## src/rtl/echo_request_deserializer.sv

```systemverilog
// Echo request deserializer: gathers one header beat plus payload beats into a
// single {tag, slot0, slot1, ...} message, holds it until the downstream pipe
// accepts it, and back-pressures the beat stream while the message is held.
// Ports:
//   CLK, RST            clock, asynchronous active-high reset
//   beat_enq__ENA/_v    incoming beat transfer / beat word
//   beat_enq__RDY       deserializer can accept a beat
//   pipe_enq__ENA/_v    outgoing message transfer / packed message
//   pipe_enq__RDY       downstream can accept a message
//   overflow_count      saturating count of messages longer than MAX_WORDS
module echo_request_deserializer #(
    parameter int unsigned DATA_WIDTH = 32,
    parameter int unsigned TAG_WIDTH  = 32,
    parameter int unsigned MAX_WORDS  = 2
) (
    input  logic                                    CLK,
    input  logic                                    RST,
    input  logic                                    beat_enq__ENA,
    input  logic [DATA_WIDTH-1:0]                   beat_enq_v,
    output logic                                    beat_enq__RDY,
    output logic                                    pipe_enq__ENA,
    output logic [TAG_WIDTH+MAX_WORDS*DATA_WIDTH-1:0] pipe_enq_v,
    input  logic                                    pipe_enq__RDY,
    output logic [15:0]                             overflow_count
);

    localparam int unsigned PAY_W = MAX_WORDS * DATA_WIDTH;
    localparam int unsigned VEC_W = TAG_WIDTH + PAY_W;
    localparam int unsigned LEN_W = 16;
    localparam int unsigned CNT_W = 16;
    localparam int unsigned IDX_W = $clog2(MAX_WORDS + 1);

    typedef enum logic [1:0] {
        HDR  = 2'd0,
        PAY  = 2'd1,
        FULL = 2'd2
    } state_t;

    state_t             state_q;
    state_t             state_d;
    logic [VEC_W-1:0]   msg_q;
    logic [LEN_W-1:0]   rem_q;
    logic [IDX_W-1:0]   idx_q;
    logic [CNT_W-1:0]   ovf_q;
    logic               beat_fire;

    // Header fields: tag in the upper half, payload length in the lower half.
    logic [15:0]        hdr_tag;
    logic [LEN_W-1:0]   hdr_len;

    assign hdr_tag = beat_enq_v[31:16];
    assign hdr_len = beat_enq_v[15:0];

    // State register.
    always_ff @(posedge CLK or posedge RST) begin
        if (RST) begin
            state_q <= HDR;
        end else begin
            state_q <= state_d;
        end
    end

    // Next state and handshake outputs; RST masks both handshakes.
    always_comb begin
        state_d       = state_q;
        beat_enq__RDY = 1'b0;
        pipe_enq__ENA = 1'b0;
        beat_fire     = 1'b0;
        case (state_q)
            HDR: begin
                beat_enq__RDY = !RST;
                beat_fire     = beat_enq__ENA && !RST;
                if (beat_fire) begin
                    state_d = (hdr_len == '0) ? FULL : PAY;
                end
            end
            PAY: begin
                beat_enq__RDY = !RST;
                beat_fire     = beat_enq__ENA && !RST;
                if (beat_fire && rem_q == LEN_W'(1)) begin
                    state_d = FULL;
                end
            end
            FULL: begin
                pipe_enq__ENA = pipe_enq__RDY && !RST;
                if (pipe_enq__ENA) begin
                    state_d = HDR;
                end
            end
            default: begin
                state_d = HDR;
            end
        endcase
    end

    // Message assembly, payload bookkeeping and overflow counting.
    always_ff @(posedge CLK or posedge RST) begin
        if (RST) begin
            msg_q <= '0;
            rem_q <= '0;
            idx_q <= '0;
            ovf_q <= '0;
        end else begin
            case (state_q)
                HDR: begin
                    if (beat_fire) begin
                        // New message: fresh tag, stale payload slots cleared.
                        msg_q <= {TAG_WIDTH'(hdr_tag), PAY_W'(0)};
                        rem_q <= hdr_len;
                        idx_q <= '0;
                        if (hdr_len > LEN_W'(MAX_WORDS) && ovf_q != '1) begin
                            ovf_q <= ovf_q + CNT_W'(1);
                        end
                    end
                end
                PAY: begin
                    if (beat_fire) begin
                        // Slot i sits just below the tag, descending with i;
                        // beats past the last slot are dropped.
                        for (int i = 0; i < int'(MAX_WORDS); i++) begin
                            if (idx_q == IDX_W'(i)) begin
                                msg_q[(int'(MAX_WORDS) - i) * int'(DATA_WIDTH) - 1 -: DATA_WIDTH] <= beat_enq_v;
                            end
                        end
                        if (idx_q != IDX_W'(MAX_WORDS)) begin
                            idx_q <= idx_q + IDX_W'(1);
                        end
                        rem_q <= rem_q - LEN_W'(1);
                    end
                end
                default: begin
                end
            endcase
        end
    end

    assign pipe_enq_v     = msg_q;
    assign overflow_count = ovf_q;

endmodule

```

## config.mk

```make
export PLATFORM = sky130hd
export DESIGN_NAME = echo_request_deserializer
export DESIGN_NICKNAME = d
export VERILOG_FILES = /design/src/rtl/echo_request_deserializer.sv
export SDC_FILE = /design/constraint.sdc
export NUM_CORES = 1
export LEC_CHECK = 0
export BUFFER_PORTS_ARGS = -buffer_cell sky130_fd_sc_hd__buf_2
export CORE_MARGIN = 4
export CORE_UTILIZATION = 52
export DETAILED_ROUTE_END_ITERATION = 12
export GPL_ROUTABILITY_DRIVEN = 0
export PLACE_DENSITY = 0.8
export SYNTH_ARGS = -nofsm -noshare
export SYNTH_HDL_FRONTEND = slang
export SYNTH_SLANG_ARGS = --single-unit
export TNS_END_PERCENT = 1
```

## constraint.sdc

```tcl
create_clock -name CLK -period 4.1 [get_ports CLK]
set_clock_uncertainty 0.2 [all_clocks]
set_input_delay 0 -clock CLK [delete_from_list [all_inputs] [get_ports CLK]]
set_output_delay 0 -clock CLK [all_outputs]
set_load 0.05 [all_outputs]
```

==> impl_metrics.csv, run 1 <==
group,metric,value,unit
pwr,power,6.22,mW
synth,syn_inst,551,
detailed_routing,wl_per_cell,17.2,um
detailed_routing,vias,4784,
synth,synth_seq_area_share,0.563,
detailed_routing,ant_nets,0,
clock_network,cts_hold_buf,41,
detailed_routing,drt-vias-per-instance,5.54,
outcome,status,"finished, final reports clean",
setup_path,r2r_cells,6,
synth,yosysUniqueCellTypes,49,
setup_path,crit_fanout,24,
pwr,irDropWorstVdd,0.610,mV
finish,area_growth,32.4,%
sta,final_max_slew_viol_count,0,
synth,syn_area_per_cell,9.36,um2
setup_path,critPathKind,"reg2reg",
setup_path,crit_arrival,2.99,ns
detailed_routing,drt-total-wl,14900,um
pwr,power_density,911,mW/mm2
detailed_routing,first_iter_violations,291,
placed_design,dpl.hpwl,9280,um
floorplan,core_area,0.00973,mm2
global_route,grt_max_degree,73,
sta,period_share,0.687,
clock_network,cts_tree,"built",
sta,worstMarginPinSlew,1.05,ns
sta,hold_viol,0,
synth,synth_top_family_by_area,"simple AND/OR/NAND/NOR gates",
global_route,grt_pass1_wl,24100,um
floorplan,fp-row-count,36,
sta,final.setup.worst_slack,1.28,ns
synth,synth-async-reset-ratio,1.00,
clock_network,cts_root_buf,"clkbuf_8",
global_route,grt-ovfl-total,0,
synth,synth-adder-area-share,0.0146,
setup_path,crit_path_end_kind,"flop",
sta,max_freq,355,MHz
clock_network,htree_levels,4,
clock_network,post_cts_buffers,0,
clock_network,cts_buffers,17,
sta,rsz0062_at_grt,"no",
detailed_routing,first_pass_iters,5,
floorplan,die_area,0.0116,mm2
setup_path,cp.required,4.27,ns
sta,timing.slew.headroom,0.298,
min_path,hold_class,"in2reg",
global_route,grt_pass1_vias,5036,
floorplan,dieWidth,108,um
clock_network,post_cts_resize_count,0,
synth,synth.area.mux_share,0.0158,
setup_path,startpoint_type,"flop",
floorplan,ioPinCount,150,
floorplan,initial_core_util,0.530,
clock_network,clkLatencyLatePin,0.53,ns
synth,synth-simple-area-share,0.198,
synth,ys_ff_latch,116,
clock_network,clock-sinks,116,
sta,final.setup.tns,0,ns
clock_network,cts_buffer_depth,2,
clock_network,clk_pin_slew,0.06,ns
finish,final_layout_size_suffix_gt1_frac,0.250,
floorplan,die_h,108,um
global_route,antenna_found_initial,0,
synth,synth_ff_type,"dfrtp_1",
finish,final_nets,760,
flow_run,drv_cap,0,
sta,finalCriticalPeriod,2.82,ns
finish,antennaDiodeCount,0,
pwr,static-leakage-power,3.39,nW
global_route,globalRouteTotalUtil,0.267,
synth,netlist_area,0.00516,mm2
placed_design,dp.cells,791,
synth,yosysWarnings,0,
placed_design,port_buffers,133,
detailed_routing,drcViolationCount,0,
min_path,hold_depth,4,
synth,synth_compound_area_frac,0.128,
synth,synth-xor-area-share,0.0255,
placed_design,pre_cts_ws,1.36,ns
sta,setup_violations,0,
synth,synth_edf_count,0,
finish,layoutNonFillerInstCount,864,
## cells in the mapped netlist, types with 2 or more instances
master,number,area share
a21oi_1,18,0.017
and2_1,2,0.0024
buf_1,2,0.0015
buf_2,3,0.0029
buf_4,17,0.025
clkbuf_1,22,0.016
dfrtp_1,116,0.56
ha_1,6,0.015
inv_1,8,0.0058
mux2i_1,7,0.014
nand2_1,163,0.12
nand3_1,7,0.0068
nand4_1,5,0.0061
nor2_1,16,0.012
nor2b_1,2,0.0024
nor3_1,11,0.011
nor3b_1,2,0.0029
nor4_1,8,0.0097
o21ai_0,72,0.070
o21ai_1,2,0.0019
o22ai_1,13,0.016
o31ai_1,3,0.0044
o32ai_1,2,0.0034
or3_1,2,0.0024
or4_1,5,0.0073
xnor2_1,3,0.0051
xor2_1,12,0.020
## area by class of cell
type / count / area (um2)
Multi-Input combinational cell: 395 / 2060
Timing Repair Buffer: 179 / 1110
Clock inverter: 15 / 136
Sequential cell: 116 / 2900
Inverter: 9 / 36.3
Clock buffer: 17 / 414
Fill cell: 728 / 2900
Tap cell: 133 / 166
## cell usage in the layout (no fill, tap or decap), types with 2 or more instances in the layout
| cell type | Yosys | routed |
|---|---|---|
| nor4_1 | 8 | 8 |
| buf_4 | 17 | 5 |
| nand4_1 | 5 | 5 |
| nor3_1 | 11 | 11 |
| clkinvlp_4 | 0 | 4 |
| inv_1 | 8 | 7 |
| nand2_1 | 163 | 163 |
| dfrtp_1 | 116 | 116 |
| nor3b_1 | 2 | 2 |
| and2_1 | 2 | 2 |
| o31ai_1 | 3 | 3 |
| a21oi_1 | 18 | 18 |
| o22ai_1 | 13 | 13 |
| inv_6 | 0 | 6 |
| o21ai_4 | 0 | 2 |
| o21ai_0 | 72 | 72 |
| clkbuf_16 | 0 | 16 |
| or3_1 | 2 | 2 |
| xnor2_1 | 3 | 3 |
| or4_1 | 5 | 5 |
| xor2_1 | 12 | 12 |
| dlygate4sd3_1 | 0 | 41 |
| nand3_1 | 7 | 7 |
| ha_1 | 6 | 6 |
| mux2i_1 | 7 | 7 |
| buf_2 | 3 | 133 |
| o32ai_1 | 2 | 2 |
| inv_8 | 0 | 4 |
| conb_1 | 1 | 16 |
| nor2_1 | 16 | 15 |
## power breakdown
group	total, mW	internal (mW)	switching (mW)
Sequential	1.99	1.61	0.378
Clock	1.38	0.769	0.613
Combinational	2.85	0.634	2.22
Total	6.22	3.01	3.21
## flip-flops by register name (all words and copies together), names as in the netlist
register	count
state_q	2
pipe_enq_v	80
idx_q	2
overflow_count	16
rem_q	16
## routing by layer
layer	up-vias	part of all wire	track usage
li1	2179	-	-
met1	2259	0.38	0.309
met2	268	0.49	0.437
met5	-	0	0
met4	0	0.055	0.172
met3	78	0.072	0.0708
## kinds of logic (layout without fill, tap and decap cells)
kind of cell	Yosys count	after routing
AND/OR/NAND/NOR	232	232
flip-flops	116	116
adder cells (fa/ha/maj)	6	6
other	1	16
multiplexers	8	8
buffers and inverters	55	220
AO/OA/AOI/OAI	118	118
XOR/XNOR	15	15
## worst paths after layout
check	startpoint	end	slack, ns
worst max-delay path	state_q[0]	rem_q[8]	1.28
worst min-delay path	beat_enq_v[24]	pipe_enq_v[72]	0.02
worst max register to register	state_q[0]	rem_q[8]	1.28
worst min register to register	pipe_enq_v[67]	pipe_enq_v[67]	0.27
max in group asynchronous	RST	pipe_enq_v[75]	2.55
min in group asynchronous	RST	pipe_enq_v[48]	0.06
## critical path, stage by stage (launching register included)
cell and delay (ns):
dfrtp_1 0.86, inv_2 0.27, nor2_4 0.56, buf_4 0.37, nand2_1 0.08, o32ai_1 0.21
a21oi_1 0.10
## through the flow
step	util	area [um2]	hold WS (ns)
floorplan	-	5210	-0.0946
global placement	0.603	5870	0.0131
detailed placement	0.603	5870	0.0175
CTS	0.702	6830	0.00610
global route	0.702	6830	0.0416
finish	0.702	6830	0.0245
No activity file was read; power rests on OpenSTA's default activity.
==> run 2, diff against run 1 <==
--- a/config.mk
+++ b/config.mk
@@ -5,12 +5,13 @@
 export SDC_FILE = /design/constraint.sdc
 export NUM_CORES = 1
 export LEC_CHECK = 0
+export ABC_AREA = 1
 export BUFFER_PORTS_ARGS = -buffer_cell sky130_fd_sc_hd__buf_2
 export CORE_MARGIN = 4
 export CORE_UTILIZATION = 52
 export DETAILED_ROUTE_END_ITERATION = 12
 export GPL_ROUTABILITY_DRIVEN = 0
-export PLACE_DENSITY = 0.8
+export PLACE_DENSITY = 0.78
 export SYNTH_ARGS = -nofsm -noshare
 export SYNTH_HDL_FRONTEND = slang
 export SYNTH_SLANG_ARGS = --single-unit
==> constraint.sdc (replaced) <==
create_clock -name CLK -period 2.8 [get_ports CLK]
set_clock_uncertainty 0.2 [all_clocks]
set_input_delay 0 -clock CLK [delete_from_list [all_inputs] [get_ports CLK]]
set_output_delay 0 -clock CLK [all_outputs]
set_load 0.05 [all_outputs]
==> impl_metrics.csv, run 2 <==
group,metric,value,unit
setup_path,critPathKind,"reg2reg",
setup_path,crit_arrival,2.79,ns
setup_path,crit_buf_inv,3,
global_route,grt_pass1_vias,5216,
synth,yosysUniqueCellTypes,33,
synth,synth_edf_count,0,
detailed_routing,vias,5118,
synth,synth_top_area_frac,0.472,
synth,netlist_area,0.00615,mm2
floorplan,initial_core_util,0.534,
detailed_routing,first_pass_iters,6,
clock_network,clk_pin_slew,0.06,ns
clock_network,htree_levels,4,
setup_path,r2r-start,"state_q[1]",
synth,synth_top_area_cell,"dfrtp_1",
synth,synth_ff_type,"dfrtp_1",
pwr,static-leakage-power,4.23,nW
setup_path,critPathTopFamily,"buffers and inverters",
synth,ys_ff_latch,116,
floorplan,die_area,0.0136,mm2
setup_path,r2r_slack,0.16,ns
detailed_routing,drt-vias-per-instance,5.19,
pwr,irDropWorstVdd,1.21,mV
finish,final_common_cell,"nand2_1",
floorplan,die_h,117,um
clock_network,cts_buffers,17,
synth,synth_seq_area_share,0.472,
floorplan,ioPinCount,150,
placed_design,dpl.hpwl,10600,um
global_route,grt_max_degree,73,
synth,yosysMostFrequentCell,"nand2_1",
sta,period_share,0.944,
detailed_routing,wl_per_cell,15.8,um
clock_network,cts_buffer_depth,2,
clock_network,cts_tree,"built",
synth,syn_inst,647,
setup_path,cp_slowest_cell,"dlygate4sd3_1",
detailed_routing,ant_nets,0,
pwr,power_density,1290,mW/mm2
finish,fin_util,0.683,
setup_path,cp.required,2.95,ns
detailed_routing,drt-total-wl,15600,um
outcome,status,"finished, final reports clean",
setup_path,cp-startpoint,"state_q[1]",
clock_network,clock-sinks,116,
synth,synthTopCellsByArea,"dfrtp_1 (47%), mux2_4 (15%), nand2_1 (9.6%)",
placed_design,pre_cts_ws,0.657,ns
sta,rsz0062_at_grt,"no",
setup_path,timing.critical_path.cells,"inv_2 -> nand2_2 -> clkinvlp_4 -> nand2_1 -> nand2_1 -> dlygate4sd3_1 -> nor2_1",
clock_network,cts_root_buf,"clkbuf_16",
setup_path,cp.depth,7,
global_route,globalRouteTotalUtil,0.239,
finish,final_cell_mix,"nand2_1 (157), buf_2 (133), dfrtp_1 (116)",
clock_network,clkLatencyLatePin,0.42,ns
finish,final_nets,874,
global_route,grt-ovfl-total,0,
setup_path,crit_path_max_incr_delay,0.57,ns
detailed_routing,drcViolationCount,0,
global_route,antenna_found_initial,0,
finish,area_growth,28.0,%
sta,max_freq,378,MHz
floorplan,core_area,0.0115,mm2
floorplan,dieWidth,117,um
setup_path,crit_path_end_kind,"flop",
placed_design,port_buffers,133,
synth,yosysWarnings,0,
synth,syn_area_per_cell,9.50,um2
finish,largest_register_ffs,80,
setup_path,cp-endpoint,"state_q[1]",
setup_path,cp_common_cell,"nand2_1",
pwr,power,10.1,mW
setup_path,crit_fanout,20,
global_route,grt_pass1_wl,25400,um
sta,final.setup.tns,0,ns
synth,synth.cells.most_frequent,"nand2_1 (157), dfrtp_1 (116), nor2_1 (82)",
setup_path,startpoint_type,"flop",
synth,synth-async-reset-ratio,1.00,
setup_path,r2r_cells,7,
sta,hold_viol,0,
flow_run,drv_cap,0,
detailed_routing,first_iter_violations,487,
sta,finalCriticalPeriod,2.64,ns
sta,final_max_slew_viol_count,0,
min_path,hold_class,"in2reg",
finish,final_layout_size_suffix_gt1_frac,0.304,
clock_network,post_cts_buffers,0,
setup_path,crit-reg2reg-capture,"state_q[1]",
floorplan,fp-row-count,39,
sta,final.setup.worst_slack,0.157,ns
sta,setup_violations,0,
==> run 2: changes by cell type in the layout (fill, tap and decap cells not counted), moves of 7 or more <==
cell	change
xor2_1	-10
mux2_4	+60
o21ai_1	+18
inv_1	+54
mux2i_1	-7
nor2_1	+67
nand3_1	+16
nor3_1	-9
nor4_1	-7
o22ai_1	-9
o21ai_0	-52
==> run 2: what timing repair did <==
action / 4_1_cts / 5_1_grt
hold endpoints to repair: 214 / 0
hold buffers: 46 / 0
endpoints found under the setup margin: 0 / 1
resized for setup: 0 / 1
==> run 2: worst min path at each step <==
stage	start	end	slack, ns	cells past startpoint
after floorplan	RST	beat_enq__RDY	-0.14	1
after global placement	RST	pipe_enq_v[1]	-0.15	2
final	beat_enq_v[20]	pipe_enq_v[68]	0.20	4
after detailed placement	RST	pipe_enq_v[0]	-0.14	2
after global routing	beat_enq_v[30]	pipe_enq_v[78]	0.20	4
after CTS	beat_enq_v[30]	pipe_enq_v[78]	0.18	4
==> run 2: area by class of cell <==
cell class	count	area (um2)
antenna	1	2.50
clock buffer	20	467
clock inverter	10	131
fill	862	3650
inverter	68	265
multi-input combinational	441	2700
sequential	116	2900
tap	143	179
timing repair buffer	188	1220
==> run 2: metal layers <==
layer  track usage  part of all wire
met5             0                 0
met4        0.0933             0.021
met3        0.0653             0.076
met2         0.390              0.48
met1         0.303              0.42
==> run 2: cell families after synthesis <==
kind of cell               share of synthesized area
AOI/OAI and AO/OA                             0.0480
xor gates and xnor gates                      0.0142
muxes                                          0.154
buffers and inverters                         0.0975
DFF                                            0.472
and+or+nand+nor                                0.202
adders and majority gates                     0.0122
other                                       0.000610
==> run 2: per-stage QoR <==
| stage | hold slack, ns | area, um2 | instances |
|---|---|---|---|
| floorplan | -0.139 | 6210 | 662 |
| global placement | -0.147 | 6810 | 910 |
| detailed placement | -0.143 | 6810 | 910 |
| CTS | 0.182 | 7860 | 986 |
| global route | 0.203 | 7870 | 986 |
| finish | 0.196 | 7870 | 987 |
==> run 2: report_power, final <==
part	switching, mW	internal, mW	leakage (nW)
Combinational	3.46	1.51	2.42
Sequential	0.569	2.40	1.51
Clock	0.741	1.45	0.297
==> run 2: worst reg2reg max path, stage by stage (launching register included) <==
cell and delay (ns):
dfrtp_1 0.45, inv_2 0.10, nand2_2 0.37, clkinvlp_4 0.48, nand2_1 0.24, nand2_1 0.07
dlygate4sd3_1 0.57, nor2_1 0.10
